===== src/rtl/uart_pkg.sv =====
// Shared UART receive-path types: one buffered entry is a byte plus its
// parity and framing error flags.
package uart_pkg;

   localparam int UART_DATA_W = 8;

   typedef struct packed {
      logic                   ferr;
      logic                   perr;
      logic [UART_DATA_W-1:0] data;
   } rx_entry_t;

   localparam int RX_ENTRY_W = $bits(rx_entry_t);

endpackage


===== src/rtl/uart_sat_cnt.sv =====
// Saturating event counter; a clear coinciding with an event leaves the
// count at 1 so that event is not lost.
module uart_sat_cnt #(
   parameter int W = 8
) (
   input  logic         clk,
   input  logic         rst_n,
   input  logic         clr,
   input  logic         inc,
   output logic [W-1:0] q
);

   logic [W-1:0] r_q;

   always_ff @(posedge clk) begin
      if (!rst_n) begin
         r_q <= '0;
      end else if (clr) begin
         r_q <= inc ? W'(1) : '0;
      end else if (inc && (r_q != '1)) begin
         r_q <= r_q + W'(1);
      end
   end

   assign q = r_q;

endmodule


===== src/rtl/uart_rx_fifo.sv =====
// Show-ahead receive FIFO between the UART receiver and the host, with fill
// level, almost-full, sticky overrun and saturating error statistics.
module uart_rx_fifo
   import uart_pkg::*;
#(
   parameter int DEPTH     = 16,
   parameter int AF_THRESH = 12,
   parameter int CNT_W     = 8
) (
   input  logic                     clk,
   input  logic                     rst_n,
   input  logic [UART_DATA_W-1:0]   rx_data,
   input  logic                     rx_valid,
   output logic                     rx_ready,
   input  logic                     rx_parity_err,
   input  logic                     rx_framing_err,
   input  logic                     rx_overrun,
   output logic [UART_DATA_W-1:0]   rd_data,
   output logic                     rd_perr,
   output logic                     rd_ferr,
   output logic                     rd_valid,
   input  logic                     rd_ready,
   output logic [$clog2(DEPTH):0]   level,
   output logic                     almost_full,
   output logic                     overrun_sticky,
   input  logic                     clr_stats,
   output logic [CNT_W-1:0]         perr_cnt,
   output logic [CNT_W-1:0]         ferr_cnt
);

   localparam int AW = $clog2(DEPTH);
   localparam int LW = AW + 1;

   rx_entry_t       r_mem [DEPTH];
   logic [AW-1:0]   r_wrPtr;
   logic [AW-1:0]   r_rdPtr;
   logic [LW-1:0]   r_level;
   logic            r_overrunSticky;

   logic            w_notFull;
   logic            w_notEmpty;
   logic            w_push;
   logic            w_pop;
   rx_entry_t       w_wrEntry;
   rx_entry_t       w_head;

   // Handshakes depend only on the registered level, never on rd_ready.
   assign w_notFull  = (r_level != LW'(DEPTH));
   assign w_notEmpty = (r_level != '0);
   assign w_push     = rx_valid && w_notFull;
   assign w_pop      = rd_ready && w_notEmpty;

   assign w_wrEntry.ferr = rx_framing_err;
   assign w_wrEntry.perr = rx_parity_err;
   assign w_wrEntry.data = rx_data;

   always_ff @(posedge clk) begin
      if (rst_n && w_push) begin
         r_mem[r_wrPtr] <= w_wrEntry;
      end
   end

   always_ff @(posedge clk) begin
      if (!rst_n) begin
         r_wrPtr <= '0;
         r_rdPtr <= '0;
         r_level <= '0;
      end else begin
         if (w_push) r_wrPtr <= r_wrPtr + AW'(1);
         if (w_pop)  r_rdPtr <= r_rdPtr + AW'(1);
         if (w_push && !w_pop)      r_level <= r_level + LW'(1);
         else if (w_pop && !w_push) r_level <= r_level - LW'(1);
      end
   end

   // A set in the same cycle as a clear keeps the flag raised.
   always_ff @(posedge clk) begin
      if (!rst_n)          r_overrunSticky <= 1'b0;
      else if (rx_overrun) r_overrunSticky <= 1'b1;
      else if (clr_stats)  r_overrunSticky <= 1'b0;
   end

   uart_sat_cnt #(.W(CNT_W)) u_perrCnt (
      .clk   (clk),
      .rst_n (rst_n),
      .clr   (clr_stats),
      .inc   (w_push && rx_parity_err),
      .q     (perr_cnt)
   );

   uart_sat_cnt #(.W(CNT_W)) u_ferrCnt (
      .clk   (clk),
      .rst_n (rst_n),
      .clr   (clr_stats),
      .inc   (w_push && rx_framing_err),
      .q     (ferr_cnt)
   );

   assign w_head         = r_mem[r_rdPtr];
   assign rd_data        = w_head.data;
   assign rd_perr        = w_head.perr;
   assign rd_ferr        = w_head.ferr;
   assign rd_valid       = w_notEmpty;
   assign rx_ready       = w_notFull;
   assign level          = r_level;
   assign almost_full    = (r_level >= LW'(AF_THRESH));
   assign overrun_sticky = r_overrunSticky;

endmodule


===== config.mk =====
export PLATFORM = sky130hd
export DESIGN_NAME = uart_rx_fifo
export DESIGN_NICKNAME = d
export VERILOG_FILES = /design/src/rtl/uart_pkg.sv /design/src/rtl/uart_sat_cnt.sv /design/src/rtl/uart_rx_fifo.sv
export SDC_FILE = /design/constraint.sdc
export NUM_CORES = 1
export LEC_CHECK = 0
export ABC_AREA = 1
export CAP_MARGIN = 20
export CELL_PAD_IN_SITES_DETAIL_PLACEMENT = 1
export CELL_PAD_IN_SITES_GLOBAL_PLACEMENT = 1
export CORE_UTILIZATION = 27
export DETAILED_ROUTE_END_ITERATION = 12
export GPL_TIMING_DRIVEN = 0
export PLACE_DENSITY_LB_ADDON = 0.1
export SLEW_MARGIN = 20
export SYNTH_ARGS = -nofsm -noshare
export SYNTH_HDL_FRONTEND = slang
export SYNTH_SLANG_ARGS = --single-unit

===== constraint.sdc =====
create_clock -name clk -period 2.31 [get_ports clk]
set_clock_uncertainty 0.1 [all_clocks]
set_input_delay 0.462 -clock clk [delete_from_list [all_inputs] [get_ports clk]]
set_output_delay 0.462 -clock clk [all_outputs]
set_load 0.02 [all_outputs]

==> reports/results.tsv, run 1 <==
stage	metric	value	unit
worst_setup_path	Bufs and invs on worst path	3	
power_and_ir_drop	leakage power total	3.75	nW
worst_setup_path	delay-heaviest family, CP	buffers and inverters	
cts	number of buffers on the longest clock path	2	
worst_setup_path	critical path class	reg -> out	
synth	FF+latch count, synth	194	
floorplanning	num ports	51	
layout	Layout Cell Area excl Fill	10600	µm²
timing	number of max-slew violations in the final report	0	
route	vias post-DR	6071	
placement	half-perimeter wire length of the detailed placement result	18500	µm
floorplanning	effective utilization at floorplan	27.8	%
grt	pin count of the biggest net entering global routing	20	
timing	worst-margin pin slew	1110	ps
outcome	violated checks	setup timing	
cts	post-CTS clock slew at the launch and capture registers of the worst setup and hold paths	80	ps
route	average vias per placed instance	4.82	
route	sum of routed wire length over all layers	26700	µm
grt	via count of the first global-routing pass	6480	
floorplanning	vertical die dimension	180	µm
cts	CTS tree	built	
route	DRT iter0 DRCs	367	
layout	fraction of final layout cells with drive strength greater than 1	20.3	%
floorplanning	Die W	180	µm
placement	number of buffers added on ports	48	
layout	post-synthesis to final-layout area growth	23.1	%
synth	Synth Area per Inst	11.1	µm²
floorplanning	total core area	31000	µm²
grt	overall fraction of global-route tracks in use	16.7	%
timing	achievable clock frequency	0.384	GHz
job	Max Cap Violations	0	
worst_setup_path	slowest library cell on the worst path	sky130_fd_sc_hd__dfxtp_4	
route	mean routed wirelength per cell	21.2	µm
timing	share of the cycle needed by the critical path after routing	113	%
timing	Hold Worst Slack	321	ps
cts	clock sink total	194	
timing	Final WS setup	-293	ps
route	total iterations of the first detailed-routing run	4	
placement	placed inst area	9590	µm²
cts	H-Tree Level Count	4	
route	DRC Markers	0	
worst_setup_path	element type at the critical path start	flip-flop	
layout	Inserted Diodes	0	
power_and_ir_drop	largest voltage drop on the vdd net	0.000478	V
synth	count of cell types in the netlist	37	
placement	gpl congestion	1.03	
power_and_ir_drop	Overall Power	10.1	mW
grt	GR Overflow Total	0	
cts	Inserted Clock Buffers	17	
synth	portion of the post-synthesis area used by sequential elements	63.8	%
timing	final hold violations	0	
worst_setup_path	CP Capture Type	output port	
layout	most frequent cells in the layout	160 x sky130_fd_sc_hd__edfxtp_1, 107 x sky130_fd_sc_hd__inv_1, 88 x sky130_fd_sc_hd__nand2_1	
grt	antenna violations before repair	0	
timing	post-route minimum period	2600	ps
worst_setup_path	required time of the critical path	1750	ps
worst_setup_path	maximum single-stage delay on the critical path	410	ps
layout	net total in the final layout	880	
cts	count of hold-fix buffers inserted at cts	0	
synth	area of the mapped netlist	8600	µm²
synth	Yosys warning count	0	
timing	worst slew slack as a fraction of its limit	25.9	%
floorplanning	std cell rows	64	
placement	Setup Slack @ Placement	-860	ps
synth	post-synthesis cell count	775	
layout	share of the core filled with cells in the final layout	34.2	%
route	ANT nets after route	0	
worst_setup_path	crit path max fanout	10	
layout	most common cell after layout, fill and taps aside	sky130_fd_sc_hd__edfxtp_1	
power_and_ir_drop	power per unit of standard cell area	951	nW/µm²
layout	filler cell count in the final layout	3376	
timing	unrepaired setup endpoints after global routing	yes	
grt	global-route wire length before repair	39200	µm
worst_setup_path	crit-path cells	clkbuf_16 -> buf_6 -> o211ai_1 -> nand3_1 -> nand3_1 -> nand2_2 -> buf_6	
worst_hold_path	hold crit path type	in -> reg	
timing	setup violation total in the final timing report	10	
worst_setup_path	data arrival time of the critical path	2040	ps
synth	number of nets in the synthesized netlist	804	
floorplanning	DIE AREA	32600	µm²
outcome	result of the run	finished with violations	
cts	clock latency reported for the late side of the worst-skew pair	450	ps
cts	clock root buffer master	sky130_fd_sc_hd__clkbuf_16	
-- layer usage --
metal  GRT usage (%)  wire length (µm)
met1            20.6             11700
met2            29.1             13600
met3            2.89               694
met4            6.29               639
met5               0                 0
-- final cells by class --
cell class	instances	area [µm²]	area share [%]
plain buffers	36	294	2.78
multi-input cells	432	2670	25.2
clock buffers	19	433	4.09
repair buffers	58	651	6.15
inverters	112	423	4.00
flip-flops and latches	194	5500	52.0
clock inverters	13	119	1.12
well taps	396	495	4.68
-- worst reg2reg max path: cells and delay by family (launching register included) --
family | cells | cell delay [ps]
flip-flops | 1 | 370
XOR/XNOR | 1 | 140
buffers and inverters | 3 | 230
AND/OR/NAND/NOR | 4 | 450
adder cells (fa/ha/maj) | 2 | 470
AO/OA/AOI/OAI | 2 | 270
-- what timing repair did --
item | 4_1_cts | 5_1_grt
setup endpoints to repair | 151 | 152
gates resized for setup | 105 | 33
setup buffers | 2 | 5
gates cloned | 0 | 2
endpoints found under the hold margin | 0 | 0
pin swaps | 32 | 19
-- path summary, 6_finish.rpt --
path | start | end | slack [ps] | depth (start not counted)
worst max-delay path | flip-flop | rd_data[5] | -290 | 7
worst max register to register | level[1] | level[3] | 190 | 12
worst min register to register | overrun_sticky | overrun_sticky | 400 | 2
worst min-delay path | clr_stats | u_perrCnt.q[3] | 320 | 4
-- kinds of logic after synthesis --
family | count (synthesis) | share of synthesized area (%)
compound gates | 165 | 11.9
xor+xnor | 12 | 1.22
buf+inv | 149 | 7.88
simple gates | 242 | 13.2
flops | 194 | 63.8
fa+ha+maj | 13 | 1.98
-- synthesized netlist by cell type --
cell / n / share of area [%]
sky130_fd_sc_hd__nand4_1: 2 / 0.15
sky130_fd_sc_hd__nand2_4: 2 / 0.26
sky130_fd_sc_hd__fa_1: 1 / 0.23
sky130_fd_sc_hd__o21ai_1: 21 / 1.2
sky130_fd_sc_hd__ha_1: 12 / 1.7
sky130_fd_sc_hd__clkbuf_1: 5 / 0.22
sky130_fd_sc_hd__buf_6: 9 / 1.2
sky130_fd_sc_hd__clkinv_1: 2 / 0.087
sky130_fd_sc_hd__inv_2: 1 / 0.044
sky130_fd_sc_hd__nand2b_1: 1 / 0.073
sky130_fd_sc_hd__dfxtp_1: 34 / 7.9
sky130_fd_sc_hd__a21oi_2: 11 / 1.1
sky130_fd_sc_hd__xor2_1: 8 / 0.81
sky130_fd_sc_hd__nor2_1: 33 / 1.4
sky130_fd_sc_hd__clkbuf_2: 3 / 0.17
sky130_fd_sc_hd__buf_8: 2 / 0.35
sky130_fd_sc_hd__edfxtp_1: 160 / 56
sky130_fd_sc_hd__nor3_1: 2 / 0.12
sky130_fd_sc_hd__nor2_2: 6 / 0.44
sky130_fd_sc_hd__inv_4: 1 / 0.073
sky130_fd_sc_hd__buf_1: 2 / 0.087
sky130_fd_sc_hd__a21o_1: 2 / 0.17
sky130_fd_sc_hd__buf_2: 15 / 0.87
sky130_fd_sc_hd__o21ai_0: 31 / 1.8
sky130_fd_sc_hd__buf_4: 1 / 0.087
sky130_fd_sc_hd__nand3_4: 1 / 0.20
sky130_fd_sc_hd__nand3_1: 90 / 5.2
sky130_fd_sc_hd__o211ai_2: 10 / 1.5
sky130_fd_sc_hd__nand2_2: 4 / 0.29
sky130_fd_sc_hd__xnor2_1: 4 / 0.41
sky130_fd_sc_hd__nand4_4: 2 / 0.49
sky130_fd_sc_hd__o211ai_1: 31 / 2.7
sky130_fd_sc_hd__or2_2: 2 / 0.15
sky130_fd_sc_hd__nand3_2: 2 / 0.23
sky130_fd_sc_hd__a21oi_1: 59 / 3.4
sky130_fd_sc_hd__nand2_1: 95 / 4.1
sky130_fd_sc_hd__inv_1: 108 / 4.7
-- flip-flops by register name, indices dropped and copies added (netlist names), named ones only --
| register | flops |
|---|---|
| r_mem | 160 |
| u_ferrCnt.q | 8 |
| u_perrCnt.q | 8 |
| level | 5 |
| r_rdPtr | 4 |
| r_wrPtr | 4 |
| overrun_sticky | 1 |
-- metrics by stage --
step | TNS [ps] | cells
6_report | -2300 | 1260
5_1_grt | -4030 | 1260
4_1_cts | -12170 | 1254
3_5_place_dp | -103530 | 1220
3_3_place_gp | -97120 | 1219
2_1_floorplan | 0 | 775
-- power breakdown --
part           leakage (nW)  switching (mW)  internal (mW)
logic                  1.77            1.96           1.20
registers              1.72           0.145           3.91
clock network         0.258            1.44           1.42
(Power assumes the default switching activity.)
==> inputs of run 2 (changes only) <==
--- a/config.mk
+++ b/config.mk
@@ -12,7 +12,9 @@
 export CORE_UTILIZATION = 27
 export DETAILED_ROUTE_END_ITERATION = 12
 export GPL_TIMING_DRIVEN = 0
+export HOLD_SLACK_MARGIN = 0.1
 export PLACE_DENSITY_LB_ADDON = 0.1
+export SKIP_CTS_REPAIR_TIMING = 1
 export SLEW_MARGIN = 20
 export SYNTH_ARGS = -nofsm -noshare
 export SYNTH_HDL_FRONTEND = slang
==> reports/results.tsv, run 2 (synthesis gave the netlist of run 1 again) <==
stage	metric	value	unit
layout	filler cell count in the final layout	3378	
worst_setup_path	element type at the critical path start	flip-flop	
floorplanning	vertical die dimension	180	µm
route	ANT nets after route	0	
timing	post-route minimum period	2600	ps
cts	clock root buffer master	sky130_fd_sc_hd__clkbuf_16	
worst_setup_path	CP Capture Type	output port	
floorplanning	total core area	31000	µm²
layout	most common cell after layout, fill and taps aside	sky130_fd_sc_hd__edfxtp_1	
layout	net total in the final layout	885	
outcome	result of the run	finished with violations	
grt	overall fraction of global-route tracks in use	16.6	%
route	total iterations of the first detailed-routing run	4	
layout	post-synthesis to final-layout area growth	24.4	%
power_and_ir_drop	leakage power total	3.83	nW
timing	worst slew slack as a fraction of its limit	28.5	%
power_and_ir_drop	largest voltage drop on the vdd net	0.000486	V
floorplanning	num ports	51	
job	Max Cap Violations	0	
cts	Inserted Clock Buffers	17	
grt	GR Overflow Total	0	
floorplanning	DIE AREA	32600	µm²
floorplanning	Die W	180	µm
cts	H-Tree Level Count	4	
route	sum of routed wire length over all layers	26800	µm
route	vias post-DR	6095	
timing	achievable clock frequency	0.384	GHz
power_and_ir_drop	power per unit of standard cell area	952	nW/µm²
layout	most frequent cells in the layout	160 x sky130_fd_sc_hd__edfxtp_1, 107 x sky130_fd_sc_hd__inv_1, 78 x sky130_fd_sc_hd__nand2_1	
route	mean routed wirelength per cell	21.2	µm
timing	number of max-slew violations in the final report	0	
grt	pin count of the biggest net entering global routing	20	
timing	Final WS setup	-295	ps
power_and_ir_drop	Overall Power	10.2	mW
grt	via count of the first global-routing pass	6469	
route	average vias per placed instance	4.81	
route	DRC Markers	0	
cts	clock latency reported for the late side of the worst-skew pair	450	ps
timing	setup violation total in the final timing report	10	
cts	clock sink total	194	
cts	post-CTS clock slew at the launch and capture registers of the worst setup and hold paths	90	ps
cts	CTS tree	built	
timing	unrepaired setup endpoints after global routing	yes	
placement	half-perimeter wire length of the detailed placement result	18500	µm
grt	antenna violations before repair	0	
worst_setup_path	crit path max fanout	10	
grt	global-route wire length before repair	38800	µm
floorplanning	std cell rows	64	
placement	Setup Slack @ Placement	-860	ps
layout	fraction of final layout cells with drive strength greater than 1	22.0	%
route	DRT iter0 DRCs	353	
placement	number of buffers added on ports	48	
floorplanning	effective utilization at floorplan	27.8	%
outcome	violated checks	setup timing	
worst_setup_path	required time of the critical path	1750	ps
timing	final hold violations	0	
cts	number of buffers on the longest clock path	2	
timing	Hold Worst Slack	318	ps
worst_setup_path	critical path class	reg -> out	
layout	share of the core filled with cells in the final layout	34.5	%
timing	share of the cycle needed by the critical path after routing	113	%
worst_setup_path	data arrival time of the critical path	2040	ps
timing	worst-margin pin slew	1070	ps
layout	flip-flop count of the largest register after layout	160	
placement	gpl congestion	1.03	
layout	register name with the most flops	r_mem	
worst_hold_path	hold crit path type	in -> reg	
[run 2: changes by cell type in the layout (fill, tap and decap cells not counted), moves of 3 or more]
| cell | previous run | this run |
|---|---|---|
| sky130_fd_sc_hd__clkbuf_16 | 19 | 22 |
| sky130_fd_sc_hd__clkbuf_4 | 1 | 6 |
| sky130_fd_sc_hd__nand2_1 | 88 | 78 |
| sky130_fd_sc_hd__nand2_2 | 10 | 19 |
| sky130_fd_sc_hd__nor2_1 | 18 | 21 |
| sky130_fd_sc_hd__o21ai_2 | 2 | 5 |
[run 2: per-layer routing]
metal  share of wire, %  track usage (%)
met1                 44             20.4
met3                2.8             3.09
met2                 51             28.9
met5                  0                0
met4                2.2             6.15
[run 2: worst paths after layout]
path	startpoint	slack (ps)	cells past startpoint	endpoint
setup / recovery	flip-flop	-290	7	rd_data[5]
hold / removal	clr_stats	320	4	u_perrCnt.q[3]
setup reg to reg	level[2]	170	6	r_mem[0][6]
hold reg to reg	overrun_sticky	400	2	overrun_sticky
[run 2: final cells by class]
| cell class | instances | area [µm²] | area share [%] |
|---|---|---|---|
| buffer | 36 | 297 | 2.77 |
| clock buffer | 19 | 433 | 4.05 |
| inverter | 112 | 423 | 3.95 |
| sequential | 194 | 5500 | 51.4 |
| multi-input combinational | 432 | 2680 | 25.1 |
| clock inverter | 13 | 119 | 1.11 |
| tap | 396 | 495 | 4.63 |
| antenna | 1 | 2.50 | 0.0234 |
| timing repair buffer | 63 | 743 | 6.95 |
[run 2: power by group]
group | switching [mW] | internal (mW) | leakage, nW
registers | 0.139 | 3.91 | 1.72
clock network | 1.43 | 1.42 | 0.258
logic | 1.99 | 1.28 | 1.85
total | 3.57 | 6.62 | 3.83
[run 2: through the flow]
stage | area, µm² | setup TNS (ps) | std cells
2_1_floorplan | 8610 | 0 | 775
3_3_place_gp | 9580 | -97120 | 1219
3_5_place_dp | 9590 | -103530 | 1220
4_1_cts | 10100 | -44670 | 1252
5_1_grt | 10700 | -2850 | 1265
6_report | 10700 | -2220 | 1266
[run 2: worst max-delay path: stages (launching register included)]
cell,delay (ps)
sky130_fd_sc_hd__dfxtp_4,410
sky130_fd_sc_hd__buf_12,170
sky130_fd_sc_hd__buf_6,140
sky130_fd_sc_hd__o211ai_1,310
sky130_fd_sc_hd__nand3_1,190
sky130_fd_sc_hd__nand3_1,140
sky130_fd_sc_hd__nand2_2,80
sky130_fd_sc_hd__buf_6,140
==> inputs of run 3 (changes only) <==
--- a/config.mk
+++ b/config.mk
@@ -9,7 +9,9 @@
 export CAP_MARGIN = 20
 export CELL_PAD_IN_SITES_DETAIL_PLACEMENT = 1
 export CELL_PAD_IN_SITES_GLOBAL_PLACEMENT = 1
+export CORE_ASPECT_RATIO = 0.9
 export CORE_UTILIZATION = 27
+export CTS_CLUSTER_SIZE = 12
 export DETAILED_ROUTE_END_ITERATION = 12
 export GPL_TIMING_DRIVEN = 0
 export HOLD_SLACK_MARGIN = 0.1
==> reports/results.tsv, run 3 (synthesis gave the netlist of run 1 again) <==
stage	metric	value	unit
layout	most frequent cells in the layout	160 x sky130_fd_sc_hd__edfxtp_1, 107 x sky130_fd_sc_hd__inv_1, 89 x sky130_fd_sc_hd__nand2_1	
grt	GR met2 Demand/Resource	28.8	%
route	DRC Markers	0	
timing	Final WS setup	-231	ps
worst_setup_path	data arrival time of the critical path	1980	ps
grt	met1 routing resource usage after global routing	20.7	%
grt	layer with the highest usage	met2	
worst_setup_path	crit path max fanout	8	
timing	share of the cycle needed by the critical path after routing	110	%
grt	GR Overflow Total	0	
route	ANT nets after route	0	
layout	most common cell after layout, fill and taps aside	sky130_fd_sc_hd__edfxtp_1	
route	vias post-DR	6017	
timing	final hold violations	0	
worst_setup_path	CP Capture Type	output port	
layout	post-synthesis to final-layout area growth	22.8	%
layout	flip-flop count of the largest register after layout	160	
worst_setup_path	element type at the critical path start	flip-flop	
job	Max Cap Violations	0	
timing	Hold Worst Slack	337	ps
layout	net total in the final layout	877	
worst_setup_path	crit-path cells	clkbuf_16 -> buf_8 -> o211ai_1 -> nand3_1 -> nand3_1 -> nand2_1 -> buf_2	
grt	antenna violations before repair	1	
power_and_ir_drop	leakage power total	3.77	nW
grt	global-route wire length before repair	38500	µm
layout	register name with the most flops	r_mem	
cts	post-CTS clock slew at the launch and capture registers of the worst setup and hold paths	90	ps
route	sum of routed wire length over all layers	26400	µm
timing	number of max-slew violations in the final report	0	
route	average vias per placed instance	4.74	
floorplanning	Die W	190	µm
route	DRT iter0 DRCs	311	
floorplanning	total core area	31100	µm²
outcome	result of the run	finished with violations	
layout	fraction of final layout cells with drive strength greater than 1	20.6	%
placement	half-perimeter wire length of the detailed placement result	18500	µm
outcome	violated checks	setup timing	
timing	post-route minimum period	2540	ps
power_and_ir_drop	Overall Power	10.1	mW
floorplanning	vertical die dimension	171	µm
cts	H-Tree Level Count	4	
floorplanning	num ports	51	
timing	achievable clock frequency	0.393	GHz
grt	overall fraction of global-route tracks in use	16.6	%
floorplanning	std cell rows	61	
grt	via count of the first global-routing pass	6338	
timing	unrepaired setup endpoints after global routing	yes	
worst_setup_path	Worst path most repeated cell	sky130_fd_sc_hd__nand3_1	
worst_setup_path	number of cells on the worst reg-to-reg path	13	
floorplanning	DIE AREA	32600	µm²
timing	worst slew slack as a fraction of its limit	27.7	%
worst_setup_path	required time of the critical path	1750	ps
floorplanning	effective utilization at floorplan	27.6	%
cts	clock root buffer master	sky130_fd_sc_hd__clkbuf_16	
cts	clock sink total	194	
placement	number of buffers added on ports	48	
worst_setup_path	critical path class	reg -> out	
grt	Global Route met3 Usage	3.94	%
power_and_ir_drop	largest voltage drop on the vdd net	0.000489	V
cts	CTS tree	built	
grt	pin count of the biggest net entering global routing	20	
power_and_ir_drop	power per unit of standard cell area	955	nW/µm²
timing	setup violation total in the final timing report	10	
placement	gpl congestion	0.888	
route	mean routed wirelength per cell	20.8	µm
worst_setup_path	maximum single-stage delay on the critical path	410	ps
cts	number of buffers on the longest clock path	2	
cts	Inserted Clock Buffers	17	
route	total iterations of the first detailed-routing run	5	
worst_setup_path	slowest library cell on the worst path	sky130_fd_sc_hd__dfxtp_4	
worst_hold_path	hold crit path type	in -> reg	
worst_hold_path	number of cells on the worst hold path	4	
cts	clock latency reported for the late side of the worst-skew pair	430	ps
layout	Inserted Diodes	0	
timing	worst-margin pin slew	1080	ps
-- run 3: changes by cell type in the layout (fill, tap and decap cells not counted), sizes merged, moves of 2 or more --
cell and delta:
clkinvlp -3, clkinv +5, buf -9, clkdlybuf4s50 +2, clkbuf -3
-- run 3: where the power goes --
part	leakage [nW]	internal [mW]	total (mW)	switching, mW
sequential	1.72	3.91	4.08	0.168
clock	0.279	1.52	2.96	1.44
combinational	1.76	1.17	3.05	1.88
-- run 3: critical path, delay by kind of cell (launching register included) --
| family | cells | cell delay, ps |
|---|---|---|
| compound gates | 1 | 250 |
| flops | 1 | 410 |
| buf+inv | 3 | 490 |
| simple gates | 3 | 400 |
-- run 3: layout make-up --
| class | count | area, µm² |
|---|---|---|
| fillers | 3403 | 20600 |
| well taps | 409 | 512 |
| multi-input cells | 432 | 2670 |
| plain buffers | 35 | 289 |
| flip-flops and latches | 194 | 5500 |
| repair buffers | 56 | 592 |
| clock inverters | 15 | 149 |
| clock buffers | 17 | 425 |
| inverters | 112 | 423 |
-- run 3: worst paths after layout --
| kind | from | endpoint | slack [ps] |
|---|---|---|---|
| max | flip-flop | rd_data[2] | -230 |
| min | clr_stats | u_ferrCnt.q[3] | 340 |
| max reg2reg | level[0] | level[4] | 180 |
| min reg2reg | u_perrCnt.q[4] | u_perrCnt.q[4] | 410 |
-- run 3: per-stage QoR --
stage / setup TNS [ps] / setup slack, ps / instance area (µm²) / util (%) / cells
floorplan: 0 / 21.6 / 8610 / - / 775
global placement: -107180 / -862 / 9600 / 30.8 / 1232
detailed placement: -113200 / -911 / 9600 / 30.8 / 1232
CTS: -51760 / -944 / 10200 / 32.7 / 1264
global route: -2690 / -333 / 10600 / 33.9 / 1270
finish: -1860 / -231 / 10600 / 33.9 / 1270
-- run 3: per-layer routing --
layer | share of wire (%) | vias up
met5 | 0 | -
met2 | 50 | 84
met3 | 4.0 | 17
li1 | - | 2843
met1 | 44 | 3073
met4 | 1.0 | 0
